File: config.mk
export PLATFORM = sky130hd
export DESIGN_NAME = forprop_engine
export DESIGN_NICKNAME = d
export VERILOG_FILES = /design/src/rtl/forprop_engine.sv
export SDC_FILE = /design/constraint.sdc
export NUM_CORES = 1
export LEC_CHECK = 0
export ABC_CLOCK_PERIOD_IN_PS = 10300
export BUFFER_PORTS_ARGS = -buffer_cell sky130_fd_sc_hd__buf_2
export CAP_MARGIN = 5
export CORE_MARGIN = 4
export CORE_UTILIZATION = 65
export CTS_BUF_LIST = sky130_fd_sc_hd__clkbuf_8 sky130_fd_sc_hd__clkbuf_16
export CTS_CLUSTER_SIZE = 10
export DETAILED_ROUTE_END_ITERATION = 6
export PLACE_DENSITY = 0.86
export SLEW_MARGIN = 20
export SYNTH_ARGS = -nofsm -noshare
export SYNTH_HDL_FRONTEND = slang
export SYNTH_SLANG_ARGS = --single-unit
File: constraint.sdc
create_clock -name clk -period 10.3 [get_ports clk]
set_input_delay 1.03 -clock clk [delete_from_list [all_inputs] [get_ports clk]]
set_output_delay 1.03 -clock clk [all_outputs]
set_load 0.005 [all_outputs]
File: src/rtl/forprop_engine.sv
// forprop_engine: single fully-connected layer forward pass with argmax over CLASSES.
// Define FORPROP_SAT_EN to make the accumulator saturate instead of wrapping.
module forprop_engine #(
  parameter int IMG_SIZE = 256,
  parameter int CLASSES  = 10,
  parameter int DATA_W   = 8,
  parameter int ACC_W    = 24
) (
  input  logic                                  clk,
  input  logic                                  reset,
  input  logic                                  start_forprop,
  output logic                                  forprop_done,
  output logic                                  busy,
  output logic                                  rd_en,
  output logic [$clog2(IMG_SIZE)-1:0]           px_addr,
  output logic [$clog2(IMG_SIZE*CLASSES)-1:0]   w_addr,
  input  logic [DATA_W-1:0]                     px_data,
  input  logic [DATA_W-1:0]                     w_data,
  output logic [$clog2(CLASSES)-1:0]            pred_class,
  output logic [ACC_W-1:0]                      pred_score,
  output logic                                  pred_valid
);

  localparam int PX_W   = $clog2(IMG_SIZE);
  localparam int WA_W   = $clog2(IMG_SIZE*CLASSES);
  localparam int C_W    = $clog2(CLASSES);
  localparam int PROD_W = 2*DATA_W + 1;
  localparam logic [PX_W-1:0] LAST_PX = PX_W'(IMG_SIZE-1);
  localparam logic [C_W-1:0]  LAST_C  = C_W'(CLASSES-1);

  typedef enum logic [2:0] {
    IDLE  = 3'd0,
    MAC   = 3'd1,
    DRAIN = 3'd2,
    CMP   = 3'd3,
    DONE  = 3'd4
  } state_t;

  state_t state, state_next;

  logic [C_W-1:0]           c;
  logic [C_W-1:0]           best_idx;
  logic signed [ACC_W-1:0]  acc;
  logic signed [ACC_W-1:0]  best;
  logic signed [ACC_W-1:0]  acc_sum;
  logic signed [PROD_W-1:0] prod;
  logic signed [ACC_W-1:0]  prod_ext;
  logic                     mac_vld;
  logic                     last_px;
  logic                     last_c;
  logic                     take;

  assign last_px = (px_addr == LAST_PX);
  assign last_c  = (c == LAST_C);
  // Class 0 always seeds best; later classes must be strictly greater so ties keep the lower index.
  assign take    = (c == C_W'(0)) || (acc > best);

  always_ff @(posedge clk) begin
    if (reset) state <= IDLE;
    else       state <= state_next;
  end

  always_comb begin
    state_next = state;
    case (state)
      IDLE:    if (start_forprop) state_next = MAC;
               else               state_next = IDLE;
      MAC:     if (last_px) state_next = DRAIN;
               else         state_next = MAC;
      DRAIN:   state_next = CMP;
      CMP:     if (last_c) state_next = DONE;
               else        state_next = MAC;
      DONE:    state_next = IDLE;
      default: state_next = IDLE;
    endcase
  end

  // Pixel is unsigned, weight signed; the product fits exactly in PROD_W signed bits.
  always_comb begin
    prod     = $signed(PROD_W'({1'b0, px_data})) * PROD_W'($signed(w_data));
    prod_ext = ACC_W'(prod);
  end

`ifdef FORPROP_SAT_EN
  localparam logic signed [ACC_W-1:0] ACC_MAX = {1'b0, {(ACC_W-1){1'b1}}};
  localparam logic signed [ACC_W-1:0] ACC_MIN = {1'b1, {(ACC_W-1){1'b0}}};
  logic signed [ACC_W:0] sum_wide;

  // One guard bit exposes overflow; clamp to the rail in the direction of the overflow.
  always_comb begin
    sum_wide = (ACC_W+1)'(acc) + (ACC_W+1)'(prod_ext);
    if (sum_wide[ACC_W] != sum_wide[ACC_W-1]) begin
      if (sum_wide[ACC_W]) acc_sum = ACC_MIN;
      else                 acc_sum = ACC_MAX;
    end else begin
      acc_sum = sum_wide[ACC_W-1:0];
    end
  end
`else
  always_comb begin
    acc_sum = acc + prod_ext;
  end
`endif

  // Outputs are registered from the next state so none depends combinationally on inputs.
  always_ff @(posedge clk) begin
    if (reset) begin
      forprop_done <= 1'b0;
      busy         <= 1'b0;
      rd_en        <= 1'b0;
      px_addr      <= '0;
      w_addr       <= '0;
      pred_class   <= '0;
      pred_score   <= '0;
      pred_valid   <= 1'b0;
      c            <= '0;
      best_idx     <= '0;
      acc          <= '0;
      best         <= '0;
      mac_vld      <= 1'b0;
    end else begin
      busy         <= (state_next != IDLE);
      rd_en        <= (state_next == MAC);
      forprop_done <= (state == DONE);
      // Read data returns one cycle after rd_en, so the delayed strobe marks a valid product.
      mac_vld      <= rd_en;
      case (state)
        IDLE: begin
          if (start_forprop) begin
            acc        <= '0;
            c          <= '0;
            px_addr    <= '0;
            w_addr     <= '0;
            pred_valid <= 1'b0;
          end
        end
        MAC: begin
          if (mac_vld) acc <= acc_sum;
          if (!last_px) begin
            px_addr <= px_addr + PX_W'(1);
            w_addr  <= w_addr + WA_W'(1);
          end
        end
        DRAIN: begin
          if (mac_vld) acc <= acc_sum;
        end
        CMP: begin
          if (take) begin
            best     <= acc;
            best_idx <= c;
          end
          if (last_c) begin
            pred_class <= take ? c : best_idx;
            pred_score <= take ? acc : best;
            pred_valid <= 1'b1;
          end else begin
            // Weight rows are contiguous, so the next row starts right after this one.
            c       <= c + C_W'(1);
            px_addr <= '0;
            w_addr  <= w_addr + WA_W'(1);
            acc     <= '0;
          end
        end
        DONE: begin
        end
        default: begin
        end
      endcase
    end
  end

endmodule
==> results.txt <==
----------------------------------------------------
[Clock tree]
  Setup Fix Bufs, Post-CTS ... 0
  Clock Root Buffer ... clkbuf_16
  Count of cells resized by post-cts repair ... 0
  Depth of the CTS H-tree ... 3
  Number of hold-repair buffers added at the cts stage ... 0
  TritonCTS clock tree ... yes
  Clk Latency, worst-skew pair ... 0.36 ns
  # clock sinks ... 112
  CTS Buf Count ... 9
  CTS Buffer Depth ... 2
  Clock input transition at the sequential cells of the worst setup and hold paths ... 0.08 ns

[Place]
  # port buffers ... 70
  Detail Placement HPWL ... 13.9 mm
  Number of placed instances, taps included ... 1,194
  Pre-CTS setup slack ... 4.11 ns
  Global placer's final weighted congestion ... 0.846

[Yosys]
  Netlist area before placement ... 8620 um2
  Synth cell types ... 59
  Fraction of synthesized cell area taken by the top area cell type ... 26.0%
  Most instantiated flip-flop cell in the synthesis netlist ... dfxtp_1
  #FFs+latches synth ... 112
  Largest area contributor in the netlist ... dfxtp_1
  Post-Syn Area per Cell ... 8.68 um2
  Number of flops mapped to enable cells by yosys ... 0
  Share of the yosys chip area belonging to registers ... 26.0%
  FFs w/ async S/R, synth ... 0%
  Synthesized netlist net count ... 1,168
  Count of yosys warnings during synthesis ... 0
  Number of instances in the synthesized netlist ... 993
  Cell types with the largest area share after synthesis ... dfxtp_1 26%, ha_1 15%, fa_1 12%, inv_1 4.8%, nand2b_1 4.4%

[Timing]
  Share of the cycle needed by the critical path after routing ... 57.6%
  Post-route setup slack ... 4.36 ns
  Unrepaired setup endpoints after global routing ... false
  Final slew viol count ... 0
  Worst slew margin relative to its limit ... 31.9%
  Post-route minimum period ... 5.94 ns
  Aggregate negative setup slack ... 0 ns
  Transition time at the pin with the least slew margin ... 1.02 ns
  Hold Fails Final Rpt ... 0
  Clock Skew ... 0.00606 ns
  Final setup violating endpoints ... 0
  F_max ... 168 MHz

[Cells and area]
  Nets ... 1,208
  Non-filler instance count after layout ... 1,210
  End-of-flow core utilization ... 72.6%
  Area growth from synthesis to layout ... 8.04%
  Ant diodes ... 0
  Proportion of layout cells with a drive suffix above 1 ... 9.54%

[Flow run]
  Max-Cap Viols ... 0

[Worst setup path]
  Path depth of the worst reg2reg path ... 17
  Start-to-end type of the worst setup path ... in -> reg
  Crit path required time ... 10.55 ns
  Worst setup EP type ... flop
  Reg2Reg Capture Point ... acc[16]
  Kind of start point of the critical path ... input port
  Worst Path Arrival ... 6.18 ns
  Max FO, Critical Path ... 12
  Worst-case register-to-register setup slack ... 4.97 ns
  Source of the worst register-to-register timing path ... acc[6]

[Routing]
  Overall via count from detail_route ... 7,171
  Drc violations ... 0
  Vias per inst ... 5.93
  Iter 0 DRT Violations ... 523
  Average wire per cell in the routed design ... 15.8 um
  Detailed-router iteration count before antenna repair ... 5
  Total detailed-routing wirelength ... 19.1 mm
  Final ANT Viol Nets ... 0

[Power]
  Internal cell power ... 830 uW
  Power per cell area ... 145 nW/um2
  Sw Ratio ... 38.4%
  Leakage power ... 0.00399 uW
  IR Drop Worst-Case VDD ... 0.106 mV
  Overall power ... 1350 uW
  Part of the total power dissipated in combinational logic ... 41.7%
  Power dissipated by switching net loads ... 518 uW
  Portion of total power attributed to sequential cells ... 33.1%
  Power share of the clock group ... 25.2%

[GRT]
  Wire length of the first global-routing pass ... 32.9 mm
  Number of antenna violations at the first check in global routing ... 0
  Total GRT Usage ... 26.6%
  Total grt overflow ... 0
  Largest net degree at the start of global routing ... 114
  Number of global-route vias before repair ... 7,019

[Die]
  # rows ... 41
  Chip height ... 123 um
  Initial Utilization ... 67.2%
  Area inside the core boundary ... 12,800 um2
  Die outline area ... 15,200 um2
  Number of top-level pins ... 71
  Die boundary width ... 123 um

[Worst hold path]
  Hold crit path type ... reg -> reg
  Worst min-delay path startpoint ... best_idx[2]
  Hold depth ... 2
  Worst Hold Path EP ... pred_class[2]

[Outcome]
  Status ... completed

----------------------------------------------------
## per-stage QoR
stage / area, um2 / hold WS (ns)
after global routing: 9310 / 0.503
after global placement: 9030 / 0.460
after CTS: 9310 / 0.477
final: 9310 / 0.481
after floorplan: 8620 / 0.448
after detailed placement: 9030 / 0.463
## sequential cells by signal (all words and copies together), names as in the netlist
register      count
pred_score       24
best             24
busy              1
pred_valid        1
best_idx          4
rd_en             1
mac_vld           1
forprop_done      1
w_addr           12
acc              24
c                 4
state             3
px_addr           8
pred_class        4
## routing by layer
metal / track usage (%) / wire length, um / vias to the layer above / share of wire [%]
met5: 0 / 0 / - / 0
met4: 8.65 / 404 / 0 / 2.1
met3: 4.62 / 992 / 38 / 5.2
met2: 44.2 / 9330 / 207 / 49
met1: 35.2 / 8390 / 3459 / 44
li1: - / - / 3467 / -
## power groups by stage
stage                     Sequential (uW)  Clock [uW]  Combinational, uW
final                                 447         339                562
after global routing                  448         357                643
after CTS                             447         340                561
after detailed placement              457           0                549
after global placement                457           0                529
after floorplan                       453           0                432
## synth_stat cells, drive strengths merged, types with 14 or more instances
library cell and n:
nor2 81, clkbuf 34, a311oi 26, o21ai 55, ha 105, nand3 40
and2 31, a21oi 31, fa 51, xor2 14, nand2 64, mux2i 28
nand2b 61, inv 111, xnor2 18, dfxtp 112
## logic make-up after synthesis
| family | Yosys count | share of synthesized area, % |
|---|---|---|
| AND/OR/NAND/NOR | 342 | 20.3 |
| AO/OA/AOI/OAI | 165 | 12.7 |
| buffers and inverters | 158 | 7.36 |
| adder cells (fa/ha/maj) | 156 | 27.1 |
| flip-flops | 112 | 26.0 |
| XOR/XNOR | 32 | 3.25 |
| multiplexers | 28 | 3.25 |
## critical path: stages
cell and delay, ns:
buf_2 0.27, inv_1 0.22, fa_1 0.57, inv_1 0.06
fa_1 0.52, fa_1 0.46, fa_1 0.59, fa_1 0.43
ha_1 0.26, o31ai_1 0.58, a21oi_1 0.20, o2111ai_1 0.25
a31oi_1 0.13, or3_1 0.32, a32o_1 0.27
## final cells by class
class                           instances  area, um2
Inverter                              111        417
Clock buffer                            9        225
Timing Repair Buffer                   76        395
Multi-Input combinational cell        723       5760
Tap cell                              172        215
Fill cell                             941       3510
Clock inverter                          7       53.8
Sequential cell                       112       2240
## placed cells by master, fill, tap and decap left out, types with 14 or more instances in the layout
cell | synthesis | routed
a21oi_1 | 31 | 31
a311oi_1 | 26 | 25
and2_1 | 31 | 31
buf_2 | 3 | 70
dfxtp_1 | 112 | 112
fa_1 | 51 | 51
ha_1 | 105 | 105
inv_1 | 111 | 112
mux2i_1 | 28 | 28
nand2_1 | 64 | 64
nand2b_1 | 61 | 61
nand3_1 | 40 | 40
nor2_1 | 81 | 81
o21ai_0 | 55 | 55
xnor2_1 | 18 | 18
xor2_1 | 14 | 14
## worst max path at each step
| stage | from | endpoint | cells past startpoint |
|---|---|---|---|
| 2_1_floorplan | w_data[1] | acc[16] | 18 |
| 3_3_place_gp | w_data[7] | acc[16] | 15 |
| 3_5_place_dp | w_data[7] | acc[16] | 15 |
| 4_1_cts | w_data[7] | acc[16] | 15 |
| 5_1_grt | w_data[7] | acc[16] | 15 |
| 6_report | w_data[7] | acc[16] | 15 |
No activity file was read; power rests on OpenSTA's default activity.
